$ cat src/rtl/bcd_scan_display_if.sv
// Display driver bus: numeric load side in, scanned pin side out.
// Shared by the scan driver and whatever produces the digits.
interface bcd_scan_display_if #(
  parameter int NUM_DIGITS = 4,
  parameter int IDX_W = (NUM_DIGITS > 1) ? $clog2(NUM_DIGITS) : 1
);
  logic                    load;
  logic [4*NUM_DIGITS-1:0] bcd_in;
  logic [NUM_DIGITS-1:0]   dp_in;
  logic                    blank_lz;
  logic [6:0]              segment;
  logic                    dp_out;
  logic [NUM_DIGITS-1:0]   digit_en;
  logic [IDX_W-1:0]        digit_idx;
  logic                    frame_done;
  logic                    err_invalid;

  modport master (
    output load, bcd_in, dp_in, blank_lz,
    input  segment, dp_out, digit_en,
    input  digit_idx, frame_done, err_invalid
  );

  modport slave (
    input  load, bcd_in, dp_in, blank_lz,
    output segment, dp_out, digit_en,
    output digit_idx, frame_done, err_invalid
  );
endinterface

$ cat src/rtl/bcd_scan_display.sv
// Multiplexed N-digit 7-segment driver, double-buffered, tear-free.
// Define HEX_DECODE_EN to show codes 10-15 as A-F (err_invalid tied 0).
module bcd_scan_display #(
  parameter int NUM_DIGITS  = 4,
  parameter int REFRESH_DIV = 1000
) (
  input logic clk,
  input logic rst,
  bcd_scan_display_if.slave bus
);
  localparam int IDX_W = (NUM_DIGITS > 1) ? $clog2(NUM_DIGITS) : 1;
  localparam int CNT_W = $clog2(REFRESH_DIV);
  localparam int BW    = 4 * NUM_DIGITS;
  localparam logic [CNT_W-1:0] CNT_MAX = CNT_W'(REFRESH_DIV - 1);
  localparam logic [IDX_W-1:0] IDX_MAX = IDX_W'(NUM_DIGITS - 1);

  logic [CNT_W-1:0]      cnt;
  logic [IDX_W-1:0]      idx;
  logic [BW-1:0]         pend, act;
  logic [NUM_DIGITS-1:0] pend_dp, act_dp;
  logic                  pflag;
  logic [6:0]            seg_q;
  logic                  dp_q;
  logic [NUM_DIGITS-1:0] en_q;
  logic                  tick, wrap;
  logic [3:0]            dig [NUM_DIGITS];
  logic [NUM_DIGITS-1:0] lz;
  logic                  run;

  function automatic logic [6:0] dec(input logic [3:0] c);
    unique case (c)
      4'd0:    dec = 7'b0111111;
      4'd1:    dec = 7'b0000110;
      4'd2:    dec = 7'b1011011;
      4'd3:    dec = 7'b1001111;
      4'd4:    dec = 7'b1100110;
      4'd5:    dec = 7'b1101101;
      4'd6:    dec = 7'b1111101;
      4'd7:    dec = 7'b0000111;
      4'd8:    dec = 7'b1111111;
      4'd9:    dec = 7'b1101111;
`ifdef HEX_DECODE_EN
      4'd10:   dec = 7'b1110111;
      4'd11:   dec = 7'b1111100;
      4'd12:   dec = 7'b0111001;
      4'd13:   dec = 7'b1011110;
      4'd14:   dec = 7'b1111001;
      default: dec = 7'b1110001;
`else
      default: dec = 7'b0000000;
`endif
    endcase
  endfunction

  assign tick = (cnt == CNT_MAX);
  assign wrap = tick && (idx == IDX_MAX);

  for (genvar g = 0; g < NUM_DIGITS; g++) begin : g_dig
    assign dig[g] = act[4*g +: 4];
  end

  // lz[i]: every active digit from the top down to i is zero
  always_comb begin
    run = 1'b1;
    lz  = '0;
    for (int i = NUM_DIGITS - 1; i >= 0; i--) begin
      run   = run & (dig[i] == 4'd0);
      lz[i] = run;
    end
    lz[0] = 1'b0;
  end

  always_ff @(posedge clk) begin
    if (rst) begin
      cnt     <= '0;
      idx     <= '0;
      pend    <= '0;
      pend_dp <= '0;
      act     <= '0;
      act_dp  <= '0;
      pflag   <= 1'b0;
      seg_q   <= '0;
      dp_q    <= 1'b0;
      en_q    <= '0;
    end else begin
      cnt <= tick ? '0 : cnt + 1'b1;
      if (tick)
        idx <= (idx == IDX_MAX) ? '0 : idx + 1'b1;
      if (wrap && bus.load) begin
        act    <= bus.bcd_in;
        act_dp <= bus.dp_in;
        pflag  <= 1'b0;
      end else if (wrap && pflag) begin
        act    <= pend;
        act_dp <= pend_dp;
        pflag  <= 1'b0;
      end else if (bus.load) begin
        pend    <= bus.bcd_in;
        pend_dp <= bus.dp_in;
        pflag   <= 1'b1;
      end
      seg_q <= (bus.blank_lz && lz[idx]) ? 7'd0 : dec(dig[idx]);
      dp_q  <= act_dp[idx];
      en_q  <= NUM_DIGITS'(1) << idx;
    end
  end

`ifdef HEX_DECODE_EN
  assign bus.err_invalid = 1'b0;
`else
  logic err_q;

  function automatic logic bad(input logic [BW-1:0] v);
    bad = 1'b0;
    for (int i = 0; i < NUM_DIGITS; i++)
      bad = bad | (v[4*i +: 4] > 4'd9);
  endfunction

  always_ff @(posedge clk) begin
    if (rst)
      err_q <= 1'b0;
    else if (wrap && bus.load)
      err_q <= bad(bus.bcd_in);
    else if (wrap && pflag)
      err_q <= bad(pend);
  end

  assign bus.err_invalid = err_q;
`endif

  assign bus.segment    = seg_q;
  assign bus.dp_out     = dp_q;
  assign bus.digit_en   = en_q;
  assign bus.digit_idx  = idx;
  assign bus.frame_done = wrap;
endmodule

$ cat src/flat_wrapper.sv
// flat-port wrapper written by rule: the top's interface ports become plain ports
module bcd_scan_display_flat 
#(
  parameter int NUM_DIGITS  = 4,
  parameter int REFRESH_DIV = 1000
)
  (clk, rst, bus_load, bus_bcd_in, bus_dp_in, bus_blank_lz, bus_segment, bus_dp_out, bus_digit_en, bus_digit_idx, bus_frame_done, bus_err_invalid);
  bcd_scan_display_if #(.NUM_DIGITS(NUM_DIGITS)) bus_i ();
  input logic clk;
  input logic rst;
  input wire logic [$bits(bus_i.load)-1:0] bus_load;
  input wire logic [$bits(bus_i.bcd_in)-1:0] bus_bcd_in;
  input wire logic [$bits(bus_i.dp_in)-1:0] bus_dp_in;
  input wire logic [$bits(bus_i.blank_lz)-1:0] bus_blank_lz;
  output wire logic [$bits(bus_i.segment)-1:0] bus_segment;
  output wire logic [$bits(bus_i.dp_out)-1:0] bus_dp_out;
  output wire logic [$bits(bus_i.digit_en)-1:0] bus_digit_en;
  output wire logic [$bits(bus_i.digit_idx)-1:0] bus_digit_idx;
  output wire logic [$bits(bus_i.frame_done)-1:0] bus_frame_done;
  output wire logic [$bits(bus_i.err_invalid)-1:0] bus_err_invalid;
  assign bus_i.load = bus_load;
  assign bus_i.bcd_in = bus_bcd_in;
  assign bus_i.dp_in = bus_dp_in;
  assign bus_i.blank_lz = bus_blank_lz;
  assign bus_segment = bus_i.segment;
  assign bus_dp_out = bus_i.dp_out;
  assign bus_digit_en = bus_i.digit_en;
  assign bus_digit_idx = bus_i.digit_idx;
  assign bus_frame_done = bus_i.frame_done;
  assign bus_err_invalid = bus_i.err_invalid;
  bcd_scan_display #(.NUM_DIGITS(NUM_DIGITS), .REFRESH_DIV(REFRESH_DIV)) u_core (.clk(clk), .rst(rst), .bus(bus_i));
endmodule
$ cat config.mk
export PLATFORM = sky130hd
export DESIGN_NAME = bcd_scan_display_flat
export DESIGN_NICKNAME = d
export VERILOG_FILES = /design/src/rtl/bcd_scan_display_if.sv /design/src/rtl/bcd_scan_display.sv /design/src/flat_wrapper.sv
export SDC_FILE = /design/constraint.sdc
export NUM_CORES = 1
export LEC_CHECK = 0
export ABC_AREA = 0
export BUFFER_PORTS_ARGS = -buffer_cell sky130_fd_sc_hd__buf_2
export CAP_MARGIN = 20
export CORE_AREA = 3 3 83 85
export DETAILED_ROUTE_END_ITERATION = 16
export DIE_AREA = 0 0 86 88
export MAX_ROUTING_LAYER = met4
export PLACE_DENSITY = 0.69
export SLEW_MARGIN = 10
export SYNTH_ARGS = -nofsm -noshare
export SYNTH_HDL_FRONTEND = slang
export SYNTH_SLANG_ARGS = --single-unit
$ cat constraint.sdc
create_clock -name clk -period 4.45 [get_ports clk]
set_clock_uncertainty 0.1 [all_clocks]
set_input_delay 0.89 -clock clk [delete_from_list [all_inputs] [get_ports clk]]
set_output_delay 0.89 -clock clk [all_outputs]
set_load 0.01 [all_outputs]
==> results.py <==
metrics = {
    "die": {
        "io-pin-count": 40,
        "die-width_um": 86,
        "die_outline_area_um2": 7570,
        "row_count": 29,
        "starting_density_of_the_core_pct": 49.2,
        "die_h_um": 88,
        "coreArea_um2": 6280,
    },
    "clocking": {
        "cts-resized-gates": 0,
        "ctsHtreeMaxLevel": 3,
        "clock_sink_count": 66,
        "cts_tree": "built",
        "cts.root.buffer_cell": "clkbuf_8",
        "clkSlewWorstSetupHoldPaths_ns": 0.07,
        "insertion_delay_ns": 0.35,
        "postCtsHoldBufs": 0,
        "cts-buffers-inserted": 9,
        "post_cts_buffers": 0,
        "clock_path_buffers": 2,
    },
    "layout": {
        "footprint_of_the_multi_input_gates_um2": 1600,
        "nNetsFinal": 391,
        "layout-drive-gt1-share_pct": 30.2,
        "antennaDiodeCount": 0,
        "ff_latch_area_um2": 1320,
        "synthToLayoutAreaGrowth_pct": 12.5,
        "num-fill-cells": 587,
    },
    "outcome": {
        "status": "complete, no violations",
    },
    "synth": {
        "postSynthRegisterBits": 66,
        "area_share_of_the_largest_cell_type_after_synthesis_pct": 42.8,
        "synth_sequential_area_ratio_pct": 42.8,
        "ys_types": 40,
        "avgSynthCellArea_um2": 9.45,
        "synthTopCellsByArea": "dfxtp_1 (43%), o221ai_2 (9.7%), nand2_1 (8.3%)",
        "synth_async_sr_flop_share_pct": 0,
        "synthMostInstantiatedCell": "nand2_1",
        "netlist.top_cell.by_area": "dfxtp_1",
        "synth-edff-count": 0,
        "synthesized_cell_area_um2": 3090,
        "netlist_top_cells_count": "nand2_1 (68), dfxtp_1 (66), a21oi_1 (26), nor2_1 (26)",
        "ys.flop_type": "dfxtp_1",
        "post_synth_inst_count": 327,
        "number_of_warnings_printed_during_yosys_synthesis": 0,
        "syn-num-nets": 359,
    },
    "timing": {
        "fmaxAchievable_mhz": 329,
        "final.setup.worst_slack_ns": 1.41,
        "setup_tns_ns": 0,
        "setup_viol_count_final": 0,
        "timing_hold_violations_final": 0,
        "fin_crit_ns": 3.04,
        "finalCritPeriodShare_pct": 68.3,
        "final_max_slew_viol_count": 0,
        "slew_headroom_pct": 49.7,
        "max_slew.worst_pin.slew_ns": 0.755,
        "rsz0062_at_grt": "false",
    },
    "placement": {
        "dp_slack_ns": 1.76,
        "buffer_ports.inserted": 39,
        "hpwl_um": 4490,
        "gp_congestion": 0.849,
    },
    "pwr": {
        "p_clk_share_pct": 42.9,
        "pwr_density_cell_nw_per_um2": 346,
        "switching_share_pct": 23.8,
        "worst_ir_drop_vdd_mv": 0.246,
        "internal_uw": 916,
        "p_switching_uw": 287,
        "pwr-share-seq_pct": 51.4,
        "leakage_power_uw": 0.00126,
        "pwr-share-comb_pct": 5.7,
    },
    "grt": {
        "grt.overflow.total": 0,
        "use_met2_pct": 30.2,
        "top_usage_layer": "met2",
        "grt_util_met1_pct": 23.0,
        "via_count_of_the_first_global_routing_pass": 2230,
        "grt.total_usage_pct": 19.0,
        "largest_net_degree_at_the_start_of_global_routing": 36,
        "antenna_violations_before_repair": 0,
        "use_met3_pct": 4.52,
        "first_pass_grt_wire_length_um": 10900,
    },
    "setup_path": {
        "worstPathArrival_ns": 2.05,
        "crit_path_max_fanout": 16,
        "worst_ep_required_time_ns": 3.46,
        "worst_setup_path_start_kind": "flop",
        "crit_type": "flop to primary output",
        "worst_setup_path_startpoint": "u_core.bus.digit_idx[0]$_SDFFE_PP0N_",
        "worst_r2r_src": "u_core.bus.digit_idx[0]$_SDFFE_PP0N_",
        "timing.critical_path.to_type": "primary output",
    },
    "routing": {
        "route.final.wire_length_um": 6360,
        "drt-initial-drc-count": 116,
        "route.detailed.vias_per_inst": 5.40,
        "antenna_violating_nets_post_route": 0,
        "num_vias": 2383,
        "drc_errors": 0,
        "avgRoutedWirePerCell_um": 14.4,
        "initial_drt_pass_iterations": 4,
    },
    "hold_path": {
        "holdCritStartpoint": "u_core.pend[0]$_SDFFE_PP0P_",
        "min_path_type": "flop to flop",
    },
    "run": {
        "cap_viol_max_count": 0,
    },
}
## power by group through the flow
| stage | clock network, uW | logic [uW] | registers, uW |
|---|---|---|---|
| 6_report | 516 | 68.4 | 618 |
| 5_1_grt | 554 | 77.5 | 620 |
| 4_1_cts | 528 | 69.0 | 618 |
| 3_5_place_dp | 0 | 68.6 | 632 |
| 3_3_place_gp | 0 | 67.3 | 631 |
| 2_1_floorplan | 0 | 37.7 | 631 |
## state kept, by name, indices dropped and copies added (netlist names)
| signal | flops |
|---|---|
| u_core.act | 16 |
| u_core.pend | 16 |
| u_core.cnt | 10 |
| u_core.bus.segment | 7 |
| u_core.act_dp | 4 |
| u_core.bus.digit_en | 4 |
| u_core.pend_dp | 4 |
| u_core.bus.digit_idx | 2 |
| u_core.bus.dp_out | 1 |
| u_core.bus.err_invalid | 1 |
| u_core.pflag | 1 |
## cell families (layout without fill, tap and decap cells)
logic type | count (synthesis) | count (layout) | share of synthesized area [%]
and+or+nand+nor | 121 | 121 | 17.6
AOI/OAI and AO/OA | 82 | 82 | 22.9
DFF | 66 | 66 | 42.8
buffers and inverters | 29 | 66 | 5.38
muxes | 12 | 12 | 5.55
xor gates and xnor gates | 9 | 9 | 2.55
adders and majority gates | 8 | 8 | 3.24
## final timing paths
check | endpoint | slack [ns] | cells past startpoint
setup / recovery | bus_frame_done | 1.41 | 4
hold / removal | u_core.pend[0]$_SDFFE_PP0P_ | 0.36 | 2
setup reg to reg | u_core.act[0]$_SDFFE_PP0P_ | 1.80 | 6
hold reg to reg | u_core.pend[0]$_SDFFE_PP0P_ | 0.36 | 2
## cells in the final DEF (no fill, tap or decap), types with 2 or more instances in the layout
cell	synthesis	final
xnor2_1	3	3
dfxtp_1	66	66
o21ai_0	10	9
nor3_1	4	4
inv_1	7	7
nor2_1	26	26
ha_1	8	8
o221ai_2	20	20
nand2_1	68	68
nor3b_1	2	2
a21oi_1	26	26
nand3_1	5	5
xor2_1	6	6
buf_4	2	4
nand4_1	4	4
mux2i_1	7	7
clkinv_2	0	3
buf_2	4	39
clkbuf_8	0	11
mux4_2	4	4
nor4_1	3	3
a21oi_2	20	20
## final cells by class
type,instances,area share [%]
tap,77,2.77
clock inverter,5,1.51
sequential,66,38.0
timing repair buffer,43,6.48
multi-input combinational,232,46.1
inverter,7,0.756
clock buffer,11,4.36
## layer usage
layer  vias to the layer above  share of wire (%)
li1                       1215                  -
met1                      1113                 47
met2                        46                 47
met3                         9                4.0
met4                         0                1.6
met5                         -                  0
## worst max-delay path: stages (launching register included)
cell	delay, ns
dfxtp_1	0.72
ha_1	0.28
inv_1	0.07
nor4_4	0.41
buf_2	0.21
## stage by stage
step | power (uW) | cells | instance area [um2] | util [%] | hold slack (ns)
after global routing | 1250 | 441 | 3480 | 55.4 | 0.373
final | 1200 | 441 | 3480 | 55.4 | 0.363
after global placement | 699 | 425 | 3270 | 52.1 | 0.344
after detailed placement | 701 | 425 | 3270 | 52.1 | 0.351
after floorplan | 669 | 327 | 3090 | - | 0.329
after CTS | 1220 | 441 | 3480 | 55.4 | 0.361
No activity file was read; power rests on OpenSTA's default activity.
